**src/rtl/denise_bitplane_engine_if.sv**
```systemverilog
// ---------------------------------------------------------------------------
// denise_bitplane_engine_if
//   Bus and pixel-side signal bundle for the bitplane engine.
//   master : register bus / timing source (drives writes, enables, scroll)
//   slave  : bitplane engine (drives serial pixel bits and status)
//   Signals:
//     clk7_en, pix_en         enables (7MHz register slot, pixel advance)
//     reg_address_in [8:1]    register address
//     data_in, chip48         first fetch word and remaining wide fetch words
//     fetch_mode              00:16b 01/10:32b 11:64b
//     scroll_odd/even         PF1/PF2 scroll in pixels
//     bpldata, active, overrun engine outputs
// ---------------------------------------------------------------------------
interface denise_bitplane_engine_if #(
   parameter int NPLANES  = 8,
   parameter int SCROLL_W = 6
);
   logic                clk7_en;
   logic                pix_en;
   logic [8:1]          reg_address_in;
   logic [15:0]         data_in;
   logic [47:0]         chip48;
   logic [1:0]          fetch_mode;
   logic [SCROLL_W-1:0] scroll_odd;
   logic [SCROLL_W-1:0] scroll_even;
   logic [NPLANES-1:0]  bpldata;
   logic                active;
   logic                overrun;

   modport master (
      output clk7_en, pix_en, reg_address_in, data_in, chip48, fetch_mode,
             scroll_odd, scroll_even,
      input  bpldata, active, overrun
   );

   modport slave (
      input  clk7_en, pix_en, reg_address_in, data_in, chip48, fetch_mode,
             scroll_odd, scroll_even,
      output bpldata, active, overrun
   );
endinterface

```
**src/rtl/denise_bitplane_engine.sv**
```systemverilog
// ---------------------------------------------------------------------------
// denise_bitplane_engine
//   Captures up to NPLANES bitplane fetch words (16/32/64 bits) into holding
//   buffers, transfers them into shifters on a BPL1DAT write, and serialises
//   one bit per plane per pixel enable through a per-playfield scroll delay.
//   Ports:
//     clk    system clock
//     reset  asynchronous active-high reset
//     bus    denise_bitplane_engine_if.slave (register bus, enables, outputs)
// ---------------------------------------------------------------------------
module denise_bitplane_engine #(
   parameter int NPLANES  = 8,
   parameter int FETCH_W  = 64,
   parameter int SCROLL_W = 6
) (
   input  logic                     clk,
   input  logic                     reset,
   denise_bitplane_engine_if.slave  bus
);

   localparam int              DEPTH        = 1 << SCROLL_W;
   localparam logic [7:0]      BPL1DAT_ADDR = 8'h88;   // 0x110 >> 1
   localparam logic [6:0]      FETCH_W7     = 7'(FETCH_W);
   localparam logic [63:0]     ONES64       = '1;

   typedef enum logic {ST_EMPTY = 1'b0, ST_ACTIVE = 1'b1} state_t;

   state_t                             state_q, state_d;
   logic [NPLANES-1:0][FETCH_W-1:0]    buf_q, buf_d;
   logic [NPLANES-1:0][FETCH_W-1:0]    shift_q, shift_d;
   logic [NPLANES-1:0][DEPTH-2:0]      dly_q, dly_d;
   logic [NPLANES-1:0]                 bpldata_q, bpldata_d;
   logic [6:0]                         cnt_q, cnt_d;
   logic [SCROLL_W-1:0]                scr_odd_q, scr_odd_d;
   logic [SCROLL_W-1:0]                scr_even_q, scr_even_d;
   logic                               load_req_q, load_req_d;
   logic                               overrun_q, overrun_d;

   logic                               active_s;
   logic                               load_s;
   logic                               bpl1_wr_s;
   logic [6:0]                         fetch_w_s;
   logic [63:0]                        word_s;
   logic [FETCH_W-1:0]                 wr_word_s;
   logic [NPLANES-1:0]                 msb_s;
   logic [NPLANES-1:0][DEPTH-1:0]      tap_s;
   logic [SCROLL_W-1:0]                sel_s;

   // Effective fetch width for a mode, clamped to the widest supported fetch.
   function automatic logic [6:0] fetch_width(input logic [1:0] mode);
      logic [6:0] w;
      case (mode)
         2'b00:   w = 7'd16;
         2'b11:   w = 7'd64;
         default: w = 7'd32;
      endcase
      return (w > FETCH_W7) ? FETCH_W7 : w;
   endfunction

   // Write decode and left-aligned, width-masked capture word.
   always_comb begin
      bpl1_wr_s = bus.clk7_en && (bus.reg_address_in == BPL1DAT_ADDR);
      load_s    = bus.clk7_en && load_req_q;
      fetch_w_s = fetch_width(bus.fetch_mode);
      word_s    = {bus.data_in, bus.chip48} & (ONES64 << (7'd64 - fetch_w_s));
      wr_word_s = word_s[63 -: FETCH_W];
   end

   // FSM state register.
   always_ff @(posedge clk or posedge reset) begin
      if (reset) begin
         state_q <= ST_EMPTY;
      end else begin
         state_q <= state_d;
      end
   end

   // FSM next state: a load always (re)enters ACTIVE; the last pixel empties.
   always_comb begin
      state_d = state_q;
      case (state_q)
         ST_EMPTY: begin
            if (load_s) state_d = ST_ACTIVE;
            else        state_d = ST_EMPTY;
         end
         ST_ACTIVE: begin
            if (load_s)                                state_d = ST_ACTIVE;
            else if (bus.pix_en && (cnt_q == 7'd1))    state_d = ST_EMPTY;
            else                                       state_d = ST_ACTIVE;
         end
         default: state_d = ST_EMPTY;
      endcase
   end

   // FSM outputs: shifter MSBs only count as pixel data while ACTIVE.
   always_comb begin
      active_s = (state_q == ST_ACTIVE);
      for (int p = 0; p < NPLANES; p++) begin
         msb_s[p] = active_s & shift_q[p][FETCH_W-1];
      end
   end

   // Scroll delay taps: tap[0] is the live MSB, tap[k] the MSB k pixels ago.
   always_comb begin
      for (int p = 0; p < NPLANES; p++) begin
         tap_s[p] = {dly_q[p], msb_s[p]};
      end
   end

   // Datapath next state: buffers, shifters, counter, delay lines, outputs.
   always_comb begin
      buf_d      = buf_q;
      shift_d    = shift_q;
      dly_d      = dly_q;
      bpldata_d  = bpldata_q;
      cnt_d      = cnt_q;
      scr_odd_d  = scr_odd_q;
      scr_even_d = scr_even_q;
      overrun_d  = 1'b0;
      sel_s      = '0;

      for (int p = 0; p < NPLANES; p++) begin
         if (bus.clk7_en && (bus.reg_address_in == (BPL1DAT_ADDR + 8'(p)))) begin
            buf_d[p] = wr_word_s;
         end else begin
            buf_d[p] = buf_q[p];
         end
      end

      // Load takes buf_d so a buffer written in the load slot is included,
      // and suppresses the shift even if a pixel enable coincides.
      if (load_s) begin
         shift_d    = buf_d;
         cnt_d      = fetch_width(bus.fetch_mode);
         scr_odd_d  = bus.scroll_odd;
         scr_even_d = bus.scroll_even;
         overrun_d  = active_s && (cnt_q != 7'd0);
      end else if (bus.pix_en && active_s) begin
         for (int p = 0; p < NPLANES; p++) begin
            shift_d[p] = {shift_q[p][FETCH_W-2:0], 1'b0};
         end
         cnt_d = (cnt_q == 7'd0) ? 7'd0 : cnt_q - 7'd1;
      end else begin
         cnt_d = cnt_q;
      end

      // Delay lines run on every pixel enable, using the pre-load MSB.
      if (bus.pix_en) begin
         for (int p = 0; p < NPLANES; p++) begin
            sel_s        = (p % 2 == 0) ? scr_odd_q : scr_even_q;
            dly_d[p]     = tap_s[p][DEPTH-2:0];
            bpldata_d[p] = tap_s[p][sel_s];
         end
      end else begin
         dly_d     = dly_q;
         bpldata_d = bpldata_q;
      end

      if (bpl1_wr_s)   load_req_d = 1'b1;
      else if (load_s) load_req_d = 1'b0;
      else             load_req_d = load_req_q;
   end

   // Datapath registers.
   always_ff @(posedge clk or posedge reset) begin
      if (reset) begin
         buf_q      <= '0;
         shift_q    <= '0;
         dly_q      <= '0;
         bpldata_q  <= '0;
         cnt_q      <= 7'd0;
         scr_odd_q  <= '0;
         scr_even_q <= '0;
         load_req_q <= 1'b0;
         overrun_q  <= 1'b0;
      end else begin
         buf_q      <= buf_d;
         shift_q    <= shift_d;
         dly_q      <= dly_d;
         bpldata_q  <= bpldata_d;
         cnt_q      <= cnt_d;
         scr_odd_q  <= scr_odd_d;
         scr_even_q <= scr_even_d;
         load_req_q <= load_req_d;
         overrun_q  <= overrun_d;
      end
   end

   assign bus.bpldata = bpldata_q;
   assign bus.active  = active_s;
   assign bus.overrun = overrun_q;

endmodule

```
**src/flat_wrapper.sv**
```systemverilog
// flat-port wrapper written by rule: the top's interface ports become plain ports
module denise_bitplane_engine_flat 
#(
   parameter int NPLANES  = 8,
   parameter int FETCH_W  = 64,
   parameter int SCROLL_W = 6
)
  (clk, reset, bus_clk7_en, bus_pix_en, bus_reg_address_in, bus_data_in, bus_chip48, bus_fetch_mode, bus_scroll_odd, bus_scroll_even, bus_bpldata, bus_active, bus_overrun);
  denise_bitplane_engine_if #(.NPLANES(NPLANES), .SCROLL_W(SCROLL_W)) bus_i ();
  input  logic clk;
  input  logic reset;
  input wire logic [$bits(bus_i.clk7_en)-1:0] bus_clk7_en;
  input wire logic [$bits(bus_i.pix_en)-1:0] bus_pix_en;
  input wire logic [$bits(bus_i.reg_address_in)-1:0] bus_reg_address_in;
  input wire logic [$bits(bus_i.data_in)-1:0] bus_data_in;
  input wire logic [$bits(bus_i.chip48)-1:0] bus_chip48;
  input wire logic [$bits(bus_i.fetch_mode)-1:0] bus_fetch_mode;
  input wire logic [$bits(bus_i.scroll_odd)-1:0] bus_scroll_odd;
  input wire logic [$bits(bus_i.scroll_even)-1:0] bus_scroll_even;
  output wire logic [$bits(bus_i.bpldata)-1:0] bus_bpldata;
  output wire logic [$bits(bus_i.active)-1:0] bus_active;
  output wire logic [$bits(bus_i.overrun)-1:0] bus_overrun;
  assign bus_i.clk7_en = bus_clk7_en;
  assign bus_i.pix_en = bus_pix_en;
  assign bus_i.reg_address_in = bus_reg_address_in;
  assign bus_i.data_in = bus_data_in;
  assign bus_i.chip48 = bus_chip48;
  assign bus_i.fetch_mode = bus_fetch_mode;
  assign bus_i.scroll_odd = bus_scroll_odd;
  assign bus_i.scroll_even = bus_scroll_even;
  assign bus_bpldata = bus_i.bpldata;
  assign bus_active = bus_i.active;
  assign bus_overrun = bus_i.overrun;
  denise_bitplane_engine #(.NPLANES(NPLANES), .FETCH_W(FETCH_W), .SCROLL_W(SCROLL_W)) u_core (.clk(clk), .reset(reset), .bus(bus_i));
endmodule
```
**config.mk**
```make
export PLATFORM = sky130hd
export DESIGN_NAME = denise_bitplane_engine_flat
export DESIGN_NICKNAME = d
export VERILOG_FILES = /design/src/rtl/denise_bitplane_engine_if.sv /design/src/rtl/denise_bitplane_engine.sv /design/src/flat_wrapper.sv
export SDC_FILE = /design/constraint.sdc
export NUM_CORES = 2
export LEC_CHECK = 0
export BUFFER_PORTS_ARGS = -buffer_cell sky130_fd_sc_hd__buf_2
export CORE_MARGIN = 3
export CORE_UTILIZATION = 45
export DETAILED_ROUTE_END_ITERATION = 10
export PLACE_DENSITY_LB_ADDON = 0.05
export SKIP_LAST_GASP = 1
export SLEW_MARGIN = 20
export SYNTH_ARGS = -nofsm -noshare
export SYNTH_HDL_FRONTEND = slang
export SYNTH_SLANG_ARGS = --single-unit
```
**constraint.sdc**
```tcl
create_clock -name clk -period 55.8 [get_ports clk]
set_input_delay 2.79 -clock clk [delete_from_list [all_inputs] [get_ports clk]]
set_output_delay 2.79 -clock clk [all_outputs]
set_load 0.03 [all_outputs]
```
==> results.txt <==
final hold vios: 0
clock skew: 19.9 ps
Reg power frac: 48.7%
grt total ovfl: 0
switching share of power: 27.8%
Core Rows: 140
Max-cap violations: 0
post-synth design cell area: 66400 µm²
drt drc: 0
Setup TNS Final: 0 ps
synth warn: 0
CTS hold repair buffers: 0
leakage power: 0.0357 µW
remaining antenna violation count after routing: 0
setup-violating endpoint count in the final report: 0
Synth Flop Type: dfrtp_1
net load switching power: 874 µW
CP Capture Type: async pin
Logic pwr share: 15.2%
GP Congestion: 0.705
Slew headroom: 22.3%
chip height: 390 µm
vias: 41100
Core Util, Final: 50.5%
vias per std cell: 5.49
post-synth cell types: 64
share of layout cells above drive strength 1: 27.3%
Clk network pwr share: 36.1%
Clock Pin Slew Worst Setup and Hold Paths: 60 ps
Yosys reg bits: 1558
post-synth top area cell: dfrtp_1
worst setup path class: in2async
Post-synth ARST share: 100%
post-CTS setup buffers: 0
Worst Max-Slew Pin Slew: 1170 ps
dpl hpwl: 82100 µm
clk root buf: clkbuf_16
Hold Path Class: reg2reg
Synthesized Nets: 5613
Pre-antenna DRT Iters: 5
Achievable Freq: 0.163 GHz
largest net degree at the start of global routing: 241
Final Instance Area: 73700 µm²
CTS Buf Count: 169
arrival time at the worst endpoint: 6810 ps
initial antenna violation count: 15
Pwr Density: 42.7 nW/µm²
Core Box Area: 146000 µm²
clock sinks: 1558
vias in the first global route: 42400
Post-DP Area: 68000 µm²
Tmin final: 6140 ps
CTS H-Tree Depth: 4
DR iter-0 viols: 2678
adder-cell share of the synthesized area: 0.113%
Simple-Gate Fraction of Synth Area: 10.3%
Mapped Cells: 5517
main combinational cell family by area after synthesis: multiplexers
flop-to-flop setup slack: 52170 ps
area share of the largest cell type after synthesis: 58.8%
Die Footprint: 152000 µm²
top post-synthesis cells by area: dfrtp_1, mux2_2, nand2_1
Clock Path Buffers: 3
Die X: 390 µm
area grow syn2layout: 11.1%
Starting Density: 45.4%
WL final: 147000 µm
post-synthesis sequential area ratio: 58.8%
first-pass GRT wire length: 241000 µm
EDFF count, synth: 0
top-count cell post-synth: dfrtp_1
worst skew pair latency: 770 ps
hold slack: 479 ps
CP required: 56470 ps
max-slew violations: 0
maximum VDD drop: 0.0000261 V
DR WL/cell: 19.6 µm
internal power: 2270 µW
# IOs: 100
total power: 3140 µW
complex-gate fraction of the synthesized area: 5.84%
IO Port Bufs: 99
mean post-synth cell area: 12.0 µm²
Synth Area in XOR/XNOR: 0%
Final period util: 11.0%
Startpoint Class: input port
post-cts resize count: 0
largest fanout on the critical path: 151
top post-synthesis cells by count: dfrtp_1, nand2_1, mux2_2, nor2_1, a31oi_1
status: complete, no violations
multiplexer share of the synthesized area: 22.0%
GRT Total Usage: 19.6%
RSZ-0062 raised after global routing: false
clock tree from TritonCTS: yes
nets: 5522
[worst paths after layout]
check | start | to | cells past startpoint
worst min-delay path | u_core.dly_q[1] | u_core.dly_q[2] | 2
worst max register to register | u_core.bus.active | u_core.shift_q[52] | 5
min in group asynchronous | reset | u_core.dly_q[373] | 2
worst max-delay path | reset | u_core.scr_odd_q[0] | 6
worst min register to register | u_core.dly_q[1] | u_core.dly_q[2] | 2
max in group clk | bus_pix_en | u_core.shift_q[52] | 6
[layout by cell type, fill, tap and decap left out, types with 15 or more instances in the layout]
cell and instances:
nand2_1 1076, inv_1 18, clkinv_2 29, and2_1 41
clkbuf_1 33, mux2_2 938, mux2i_1 33, mux2_1 77
nor2_1 525, clkbuf_16 174, a31oi_1 508, nand3_1 15
buf_4 61, nor2b_1 27, buf_2 98, clkbuf_8 54
dfrtp_1 1552, mux4_2 113, o21ai_0 20
[worst max-delay path: stages]
cell	delay, ps
buf_2	130
inv_8	490
buf_12	660
buf_4	830
buf_4	750
buf_4	820
[power groups by stage]
stage / combinational (µW) / clock (µW) / sequential, µW
4_1_cts: 489 / 1170 / 1530
5_1_grt: 547 / 1220 / 1560
3_3_place_gp: 478 / 0 / 1550
6_report: 477 / 1130 / 1530
3_5_place_dp: 487 / 0 / 1550
2_1_floorplan: 391 / 0 / 1510
[area by class of cell]
cell class | instances | area (µm²)
fillers | 13100 | 72400
clock inverters | 49 | 472
clock buffers | 261 | 5220
repair buffers | 167 | 1110
inverters | 20 | 82.6
diodes | 11 | 27.5
multi-input cells | 3510 | 25400
flip-flops and latches | 1558 | 39000
well taps | 1917 | 2400
[sequential cells by signal (all words and copies together) (netlist names)]
signal and cells:
u_core.scr_even_q 6, u_core.bus.active 1, u_core.cnt_q 7, u_core.scr_odd_q 6, u_core.load_req_q 1, u_core.bus.overrun 1, u_core.shift_q 512, u_core.dly_q 504
u_core.buf_q 512, u_core.bus.bpldata 8
[through the flow]
stage / worst slack (ps) / std cells
4_1_cts: 49510 / 7481
5_1_grt: 49010 / 7484
3_3_place_gp: 48620 / 7171
6_report: 49660 / 7493
2_1_floorplan: 9050 / 5517
3_5_place_dp: 48650 / 7171
[kinds of logic (layout without fill, tap and decap cells)]
| kind of cell | after synthesis | after routing |
|---|---|---|
| other cells | 0 | 11 |
| fa+ha+maj | 6 | 6 |
| flops | 1558 | 1558 |
| mux | 1172 | 1172 |
| buf+inv | 449 | 497 |
| simple gates | 1726 | 1726 |
| compound gates | 606 | 606 |
[per-layer routing]
| metal | vias up | global-route usage [%] | part of all wire, % |
|---|---|---|---|
| met4 | 2 | 4.60 | 1.8 |
| li1 | 19000 | - | - |
| met1 | 21300 | 28.4 | 49 |
| met3 | 199 | 3.14 | 3.8 |
| met5 | - | 0 | 0.0054 |
| met2 | 534 | 31.0 | 46 |
No activity file was read; power rests on OpenSTA's default activity.
